[config.mk]
export PLATFORM = sky130hd
export DESIGN_NAME = xb_stream_gen
export DESIGN_NICKNAME = d
export VERILOG_FILES = /design/src/rtl/xb_stream_gen.sv
export SDC_FILE = /design/constraint.sdc
export NUM_CORES = 1
export LEC_CHECK = 0
export ABC_AREA = 1
export CORE_UTILIZATION = 40
export CTS_CLUSTER_DIAMETER = 30
export DETAILED_ROUTE_END_ITERATION = 16
export SYNTH_ARGS = -nofsm -noshare
export SYNTH_HDL_FRONTEND = slang
export SYNTH_SLANG_ARGS = --single-unit
[constraint.sdc]
create_clock -name bus_clk -period 3.2 [get_ports bus_clk]
set_input_delay 0.96 -clock bus_clk [delete_from_list [all_inputs] [get_ports bus_clk]]
set_output_delay 0.96 -clock bus_clk [all_outputs]
set_load 0.02 [all_outputs]
[src/rtl/xb_stream_gen.sv]
// Command-driven test-stream generator: pops commands from a FWFT FIFO and
// streams DOWN/UP/LFSR word sequences into a host-bound FIFO with backpressure.
module xb_stream_gen #(
    parameter int unsigned DATA_W    = 32,
    parameter int unsigned CMD_W     = 32,
    parameter logic [31:0] LFSR_SEED = 32'hACE1_2468,
    parameter int unsigned FCNT_W    = 16
) (
    input  logic              bus_clk,
    input  logic              reset,
    input  logic [CMD_W-1:0]  cmd_dout,
    input  logic              cmd_empty,
    output logic              cmd_ack,
    output logic [DATA_W-1:0] out_data,
    output logic              out_wren,
    input  logic              out_full,
    output logic              eof,
    output logic              busy,
    output logic              done,
    output logic [FCNT_W-1:0] frame_cnt
);

    localparam int unsigned CNT_W     = CMD_W - 2;
    localparam logic [31:0] LFSR_TAPS = 32'h8020_0003;

    typedef enum logic {
        IDLE,
        RUN
    } state_t;

    typedef enum logic [1:0] {
        MODE_STOP = 2'd0,
        MODE_DOWN = 2'd1,
        MODE_UP   = 2'd2,
        MODE_LFSR = 2'd3
    } mode_t;

    state_t             state_q, state_d;
    mode_t              mode_q, mode_d;
    logic [CNT_W-1:0]   remaining_q, remaining_d;
    logic [31:0]        lfsr_q, lfsr_d;
    logic [DATA_W-1:0]  data_d;
    logic               ack_d, eof_d, done_d;
    logic [FCNT_W-1:0]  fcnt_d;

    mode_t              cmd_mode;
    logic [CNT_W-1:0]   cmd_count;
    logic               cmd_avail;
    logic               stop_head;
    logic [31:0]        lfsr_adv;

    // The head word is stale while cmd_ack is high, so it is masked for that cycle.
    assign cmd_mode  = mode_t'(cmd_dout[CMD_W-1:CMD_W-2]);
    assign cmd_count = cmd_dout[CNT_W-1:0];
    assign cmd_avail = !cmd_empty && !cmd_ack;
    assign stop_head = cmd_avail && (cmd_mode == MODE_STOP);
    assign out_wren  = (state_q == RUN) && !out_full && !stop_head && !reset;
    assign busy      = (state_q == RUN);

    // Right-shifting Galois step
    assign lfsr_adv  = {1'b0, lfsr_q[31:1]} ^ (lfsr_q[0] ? LFSR_TAPS : 32'h0);

    always_comb begin
        state_d     = state_q;
        mode_d      = mode_q;
        remaining_d = remaining_q;
        lfsr_d      = lfsr_q;
        data_d      = out_data;
        ack_d       = 1'b0;
        eof_d       = eof;
        done_d      = 1'b0;
        fcnt_d      = frame_cnt;

        case (state_q)
            IDLE: begin
                if (cmd_avail) begin
                    ack_d = 1'b1;
                    if (cmd_mode == MODE_STOP) begin
                        eof_d = 1'b1;
                    end else begin
                        eof_d       = 1'b0;
                        mode_d      = cmd_mode;
                        remaining_d = cmd_count;
                        case (cmd_mode)
                            MODE_DOWN: data_d = DATA_W'(cmd_count);
                            MODE_UP:   data_d = '0;
                            MODE_LFSR: data_d = DATA_W'(lfsr_q);
                            default:   data_d = out_data;
                        endcase
                        if (cmd_count != '0) begin
                            state_d = RUN;
                        end else begin
                            done_d = 1'b1;
                            fcnt_d = frame_cnt + FCNT_W'(1);
                        end
                    end
                end
            end

            RUN: begin
                // A STOP at the head aborts the stream and pre-empts any write.
                if (stop_head) begin
                    ack_d   = 1'b1;
                    eof_d   = 1'b1;
                    state_d = IDLE;
                end else if (out_wren) begin
                    remaining_d = remaining_q - CNT_W'(1);
                    case (mode_q)
                        MODE_DOWN: data_d = out_data - DATA_W'(1);
                        MODE_UP:   data_d = out_data + DATA_W'(1);
                        MODE_LFSR: begin
                            lfsr_d = lfsr_adv;
                            data_d = DATA_W'(lfsr_adv);
                        end
                        default:   data_d = out_data;
                    endcase
                    if (remaining_q == CNT_W'(1)) begin
                        state_d = IDLE;
                        done_d  = 1'b1;
                        fcnt_d  = frame_cnt + FCNT_W'(1);
                    end
                end
            end

            default: state_d = IDLE;
        endcase
    end

    always_ff @(posedge bus_clk) begin
        if (reset) begin
            state_q     <= IDLE;
            mode_q      <= MODE_STOP;
            remaining_q <= '0;
            lfsr_q      <= LFSR_SEED;
            out_data    <= '0;
            cmd_ack     <= 1'b0;
            eof         <= 1'b0;
            done        <= 1'b0;
            frame_cnt   <= '0;
        end else begin
            state_q     <= state_d;
            mode_q      <= mode_d;
            remaining_q <= remaining_d;
            lfsr_q      <= lfsr_d;
            out_data    <= data_d;
            cmd_ack     <= ack_d;
            eof         <= eof_d;
            done        <= done_d;
            frame_cnt   <= fcnt_d;
        end
    end

endmodule

======== Yosys cells after proc, flatten, opt, wreduce, memory -nomap -nowiden ========
Index checks and enable logic that the tools add are counted.
Widths: inputs -> output; s select.
word-level totals
  flip-flop bits (word level) ............. 116
  input bits .............................. 36
  output and inout bits ................... 53
  word-level logic and storage cells ...... 92
operators by class
  $add $sub $neg .......................... 4
  equal/unequal tests ..................... 16
  mux-type cells .......................... 41
  bitwise operators ....................... 4
  reductions and logical operators ........ 18
operators with widths
  cell                   number
  $pmux 32 s3            2
  $mux 32                5
  $mux 30                4
  $mux 16                6
  $pmux 32 s2            1
  $pmux 30 s2            1
  $add 32x1->32 const B  1
  $pmux 16 s2            1
  $sub 32x1->32 const B  1
  $xor 31x32->32         1
  $eq 30x1->1 const B    1
  $reduce_bool 30->1     1
  $sub 30x1->30 const B  1
  $mux 1                 17
  $add 16x1->16 const B  1
  $reduce_and 6->1       2
  $ne 2x2->1 const B     5
  $eq 2x2->1 const B     4
  $ne 4x1->1 const B     2
  $pmux 1 s2             4
  $reduce_and 4->1       2
  $logic_and 1x1->1      5
  $logic_not 1->1        5
  $eq 2x1->1 const B     2
  other kinds (5)        8

======== Depth between registers and ports, before layout ========
  word-level depth ........................ 9
  mapped depth ............................ 17
  gate-level depth less buffers ........... 17

======== Least setup slack after synthesis ========
Ideal clock, no wire load.
  path kind ............................... reg-to-reg
  start point ............................. register mode_q[0]
  end point ............................... register out_data[15]
  setup time .............................. 0.122 ns
  arrival time ............................ 2.522 ns
  data required time ...................... 3.078 ns
  setup slack ............................. 0.556 ns
  cell stages (with the launch flop) ...... 14
  buffers on the path ..................... 0
  period minus slack after synthesis ...... 2.644 ns
  cells stage by stage .................... dfxtp_1 > inv_1 > ha_1 > inv_1 > ha_1 > or2_1 > and2_1 > nand2_1 > nand2_1 > nand2_1 > nand2_1 > or2_1 > nand3_1 > a21oi_1
between the ends
  word-level cells in the longest chain between the ends .. 5
  elaborated cells between the ends (all ways) .. 9
  those cells by class .................... eq/ne (4); mux (4); reduce/logical (1)
RTL lines
  element                                          line  source
  start, declared                                  39    mode_t mode_q, mode_d;
  start signal, assigned                           142   mode_q <= mode_d;
  $eq 2x2->1 / $eq 2x1->1 (equally long branches)  108   case (mode_q)
  $pmux 32 s3                                      108
  $mux 32                                          106   end else if (out_wren) begin
  $mux 32                                          102   if (stop_head) begin
  $pmux 32 s2                                      74    case (state_q)
  end signal, assigned                             145   out_data <= data_d;
  end, declared                                    14    output logic [DATA_W-1:0] out_data,
Parallel ways exist; a longest one is shown, timed or not. The select of a mux whose other input is x is not followed.
A chain may end at the register's enable or synchronous reset.

======== Worst setup path after layout ========
  start point ............................. input port cmd_dout[31]
  end point ............................... output port out_wren
between the ends
  word-level cells in the longest chain between the ends .. 5
RTL lines
  element                          line  source
  start, declared                  11    input logic [CMD_W-1:0] cmd_dout,
  $logic_not 2->1                  56    assign stop_head = cmd_avail && (cmd_mode == MODE_STOP);
  $logic_and 1x1->1                56
  $logic_not 1->1                  57    assign out_wren = (state_q == RUN) && !out_full && !stop_head && !reset;
  $logic_and 1x1->1 (2 in series)  57
  end, declared                    15    output logic out_wren,
No other way between the ends.

==> results.toml <==
[sta]
tns_ns = 0
report.final.slew_viol_count = 0
layout_min_cycle_time_ns = 3.15
max_freq_mhz = 317
hold_violations = 0
max_slew_margin_pct = 44.2
rsz0062_at_grt = "false"
fin_skew_ns = 0.0115
tightest_slew_ns = 0.837
fin_crit_sh_pct = 98.5
setup_viol = 0

[clock_network]
postCtsSetupRepairBufs = 0
cts_hold_buf = 0
cts_tree = "yes"
cts.path.max_buffers = 2
clkTransAtPathRegs_ns = 0.05
cts_buffers = 17
clk_latency_ns = 0.42
clockRootBuffer = "clkbuf_16"
h-tree-depth = 4
cts_sinks = 116

[pwr]
p_leak_nw = 4.53
ir_worst_vdd_mv = 0.374
p_per_area_nw_per_um2 = 565

[routing]
wire_per_inst_um = 15.7
drt_wl_total_um = 26500
antenna_left = 0
num_vias = 9044
drcViolationCount = 0
vias_per_cell = 5.37
drt_iter0_drc = 582
drtPass1Iterations = 5

[synthesis]
synth_seq_cells = 116
yosysSeqAreaShare_pct = 27.7
syn_area_sq_um = 8390
synthCells = 1316
yosysTopAreaCell = "dfxtp_1"
synthTopCellsByCount = "281 x nand2_1, 154 x inv_1, 130 x a21oi_1"
synth_warnings = 0
ys_types = 45
synth_area_leaders = "dfxtp_1 28%, nand2_1 13%, a21oi_1 7.8%"
synth_ff_type = "dfxtp_1"
synth_fp_nets = 1391
syn_avg_cell_area_sq_um = 6.38
synth_most_common_cell = "nand2_1"
yosys.area.top_type_share_pct = 27.7
synth_edf_count = 0
async_flop_share_pct = 0

[floorplan]
dieArea_sq_um = 21600
die_w_um = 147
rows = 52
die_h_um = 147
initial_core_util_pct = 41.1
ios = 89
core_area_sq_um = 20400

[run]
cap_violations = 0

[placed_design]
dpl.cell_count = 1652
port_buffers = 88
gp_congestion = 0.934
dp_hpwl_um = 20000

[cells_and_area]
final-instance-count-excl-fill = 1683
syn2layout_area_growth_pct = 21.4
drive_above_1_share_pct = 7.50
diodes = 0
nets = 1476

[worst_hold_path]
hp-class = "reg2reg"

[grt]
grt_antenna_before_repair = 0
grt_util_all_layers_pct = 24.9
grt_pass1_wl_um = 42700
gr-total-overflow = 0
first_global_vias = 8317
grt_max_degree = 47

[setup_path]
worst-path-max-fanout = 2
required_ns = 2.24
end_kind = "primary output"
worstPathArrival_ns = 2.19
path_class = "in2out"
worst_setup_path_start_kind = "input pin"

[outcome]
status = "completed"
[timing repair]
action                                  in CTS  in global routing
endpoints found under the hold margin        0                  0
resized for setup                            1                  1
endpoints found under the setup margin       1                  1
[where the power goes]
group / switching (mW) / internal (mW)
Sequential: 0.111 / 1.54
Combinational: 1.44 / 0.777
Clock: 0.711 / 1.17
[worst paths after layout]
check | slack [ns] | end | start | cells past startpoint
hold / removal | 0.48 | lfsr_q[17] | lfsr_q[18] | 2
hold reg to reg | 0.48 | lfsr_q[17] | lfsr_q[18] | 2
setup reg to reg | 0.35 | out_data[31] | mode_q[0] | 16
setup / recovery | 0.05 | out_wren | cmd_dout[31] | 6
[registers in the layout, summed over array words and instances, names as in the netlist]
signal / cells
cmd_ack: 1
done: 1
frame_cnt: 16
mode_q: 2
out_data: 32
remaining_q: 30
lfsr_q: 32
eof: 1
busy: 1
[per-layer routing]
layer  routed length, um  share of wire (%)  track usage [%]  up-vias
met2               12100                 46             40.0      256
met3                1470                5.6             3.73       42
met4                 699                2.6             9.17        0
li1                    -                  -                -     4585
met1               12200                 46             33.8     4161
met5                   0                  0                0        -
[cells in the final DEF, fill, tap and decap left out, types with 17 or more instances in the layout]
master             n
nand2_1          281
inv_1            154
a21oi_1          130
nor2_1           128
o21ai_0          125
dfxtp_1          116
clkdlybuf4s50_1   87
nand3_1           67
ha_1              38
buf_4             25
xor2_1            24
nand4_1           23
a31oi_1           22
a211oi_1          18
clkbuf_16         17
[through the flow]
| step | hold slack [ns] | setup WS [ns] | utilization, % | total power, mW | area (sq um) |
|---|---|---|---|---|---|
| final | 0.482 | 0.0494 | 49.9 | 5.76 | 10200 |
| after global routing | 0.507 | 0.00284 | 49.9 | 6.14 | 10200 |
| after CTS | 0.487 | 0.0221 | 49.9 | 5.76 | 10200 |
| after detailed placement | 0.475 | -0.239 | 47.1 | 3.87 | 9620 |
| after global placement | 0.470 | -0.237 | 47.1 | 3.86 | 9620 |
| after floorplan | 0.450 | 0.556 | - | 3.24 | 8390 |
[cell type report]
type / instances / area [sq um]
tap: 270 / 338
clock inverter: 10 / 108
timing repair buffer: 115 / 1110
clock buffer: 21 / 460
multi-input combinational: 988 / 5240
sequential: 116 / 2320
fill: 2166 / 10200
inverter: 163 / 612
[critical path, stage by stage]
cell and delay (ns):
clkdlybuf4s50_1 0.48, nor2_1 0.07, a21oi_2 0.16, nand2_2 0.10
inv_1 0.11, clkdlybuf4s15_1 0.32
[logic make-up (layout without fill, tap and decap cells)]
kind of cell,count (synthesis),after routing,share of synthesized area [%]
AND/OR/NAND/NOR,573,573,30.5
AO/OA/AOI/OAI,342,342,22.4
buffers and inverters,212,309,9.96
flip-flops,116,116,27.7
adder cells (fa/ha/maj),39,39,5.90
XOR/XNOR,34,34,3.55
Note: power is estimated with default switching activity, not from simulation.
==> edit, RTL diff (same settings) <==
Change the parameter `FCNT_W` from 16 to 20.
--- a/src/rtl/xb_stream_gen.sv
+++ b/src/rtl/xb_stream_gen.sv
@@ -4,7 +4,7 @@
     parameter int unsigned DATA_W    = 32,
     parameter int unsigned CMD_W     = 32,
     parameter logic [31:0] LFSR_SEED = 32'hACE1_2468,
-    parameter int unsigned FCNT_W    = 16
+    parameter int unsigned FCNT_W    = 20
 ) (
     input  logic              bus_clk,
     input  logic              reset,
Ports: changed (resized frame_cnt); port bits go from 89 to 93. The function was not compared with the original's and may differ.
==> edit against the original RTL <==
  * Clock skew down 0.0022 ns
  * Routed wire length up 3.4%
  * Total power up 11%
  * Worst setup slack better by 0.014 ns
  * Synthesized area up 2.2%
  * Maximum frequency up 0.45%
  * Design area up 3.2%
  * Sequential cell count up 4
  * Largest cell class unchanged
==> edit: results (changes against the original RTL) <==
| Metric | Value |
|---|---|
| Pwr per Cell Area | 607 nW/um^2 (+7.4%) |
| Area contributors post-synth | dfxtp_1, nand2_1, o21ai_0 |
| Peak supply drop | 0.364 mV (-2.6%) |
| Leak | 4.59 nW (+1.3%) |
| Final Skew | 0.00932 ns (-0.00217 ns) |
| Initial antenna violation count | 0 (unchanged) |
| Gate count after technology mapping | 1359 (+3.3%) |
| GRT Total Usage | 0.253 (+0.00377) |
| Crit-path max cell delay | between 0.4 and 0.5 ns |
| Crit Reg-Reg Endpoint | out_data[27] |
| Async set-reset flop share out of synthesis | 0 (unchanged) |
| Place WS | -0.221 ns (+0.0180 ns) |
| Worst Hold Launch | eof |
| Gp weighted congestion | 0.938 (+0.43%) |
| Iter 0 DRT Violations | 610 (+4.8%) |
| Largest net degree at the start of global routing | 64 (+36%) |
| Final Net Count | 1515 (+2.6%) |
| Met2 Wirelength | 12400 um (+2.4%) |
| Later-pin clock latency in the skew report | between 0.4 and 0.5 ns |
| Layout fillers | 2181 (+0.69%) |
| Outcome | completed |
| First-pass GRT wire length | 44000 um (+3.1%) |
| Final wirelength | 27400 um (+3.4%) |
| Internal Power | 3.93 mW (+12%) |
| Share of layout cells above drive strength 1 | 0.0565 (-0.0185) |
| M1 WL | 13500 um (+10%) |
| Multi-input logic area | 5330 sq um (+1.7%) |
| Max_slew headroom | 0.590 (+0.148) |
| Placed Instances | 1696 (+2.7%) |
| Setup slack, reg-to-reg | 0.37 ns (+0.02 ns) |
| Via count | 9223 (+2.0%) |
| Hold endpoint | eof |
| IO Port Bufs | 92 (+4.5%) |
| Met3 Wirelength | 1230 um (-17%) |
| Vias in the first global route | 8462 (+1.7%) |
| Synth Net Count | 1434 (+3.1%) |
| Total CTS buffers | 17 (unchanged) |
| Detail Placement HPWL | 20400 um (+2.0%) |
| Commonest cells post-synth | nand2_1, inv_1, nor2_1 |
| WL/cell | 15.9 um (+0.77%) |
| Clock slew at reported path FFs | 0.06 ns |
| Worst-path maximum fanout | 2 (unchanged) |
| Regs by FF count | lfsr_q (32), out_data (32), remaining_q (30) |
| Synth cell types | 43 (-4.4%) |
| Post-synthesis sequential area ratio | 0.280 (+0.00349) |
## edit: changes by cell type after synthesis, sizes merged, moves of 5 or more
cell    before  now
o21ai      132  127
o211ai       8   13
nand4       23   32
buf         28   21
clkbuf      21   33
nand3       71   65
nand2      293  326
nor3        15   22
a31oi       22   27
xor2        24   32
a21oi      131  120
## edit: layer usage
| metal | GRT usage | vias up |
|---|---|---|
| met4 | 0.0562 | 0 |
| met5 | 0 | - |
| met2 | 0.407 | 223 |
| met3 | 0.0344 | 26 |
| li1 | - | 4724 |
| met1 | 0.357 | 4250 |
## edit: logic make-up (layout without fill, tap and decap cells)
kind of cell | Yosys count | count (layout) | share of synthesized area
AO/OA/AOI/OAI | 334 | 334 | 0.215
XOR/XNOR | 41 | 41 | 0.0419
adder cells (fa/ha/maj) | 39 | 39 | 0.0578
buffers and inverters | 217 | 310 | 0.0995
flip-flops | 120 | 120 | 0.280
AND/OR/NAND/NOR | 608 | 608 | 0.306
## edit: through the flow
| stage | power [mW] | cell area [sq um] | utilization | hold WS, ns | TNS (ns) |
|---|---|---|---|---|---|
| after detailed placement | 4.11 | 9840 | 0.468 | 0.470 | -0.221 |
| after global placement | 4.11 | 9840 | 0.468 | 0.453 | -0.220 |
| after floorplan | 3.41 | 8580 | - | 0.450 | 0 |
| after global routing | 6.78 | 10500 | 0.500 | 0.502 | 0 |
| after CTS | 6.38 | 10500 | 0.500 | 0.485 | 0 |
| final | 6.39 | 10500 | 0.500 | 0.472 | 0 |
## edit: power by group through the flow
stage / Combinational [mW] / Clock [mW] / Sequential, mW
finish: 2.41 / 2.26 / 1.72
global route: 2.71 / 2.34 / 1.73
CTS: 2.38 / 2.28 / 1.72
detailed placement: 2.36 / 0 / 1.75
global placement: 2.36 / 0 / 1.75
floorplan: 1.63 / 0 / 1.79
## edit: worst register-to-register path, delay by kind of cell (launching register included)
family | cells | cell delay, ns
compound gates | 2 | 0.39
fa+ha+maj | 2 | 0.60
buf+inv | 5 | 0.71
flops | 1 | 0.35
simple gates | 7 | 0.70
## edit: area by class of cell
class                      instances  share of cell area
clock buffer                      20              0.0434
clock inverter                    11              0.0208
inverter                         163              0.0582
multi-input combinational       1022               0.507
sequential                       120               0.229
tap                              275              0.0327
timing repair buffer             116               0.109
## edit: how the worst max path moves through the flow
| stage | startpoint | slack (ns) | endpoint | cells after the start |
|---|---|---|---|---|
| 2_1_floorplan | mode_q[0] | 0.65 | out_data[22] | 15 |
| 3_3_place_gp | cmd_dout[31] | -0.22 | out_wren | 6 |
| 3_5_place_dp | cmd_dout[31] | -0.22 | out_wren | 6 |
| 4_1_cts | cmd_dout[31] | 0.04 | out_wren | 6 |
| 5_1_grt | cmd_dout[30] | 0.007 | out_wren | 6 |
| 6_report | cmd_dout[31] | 0.06 | out_wren | 6 |
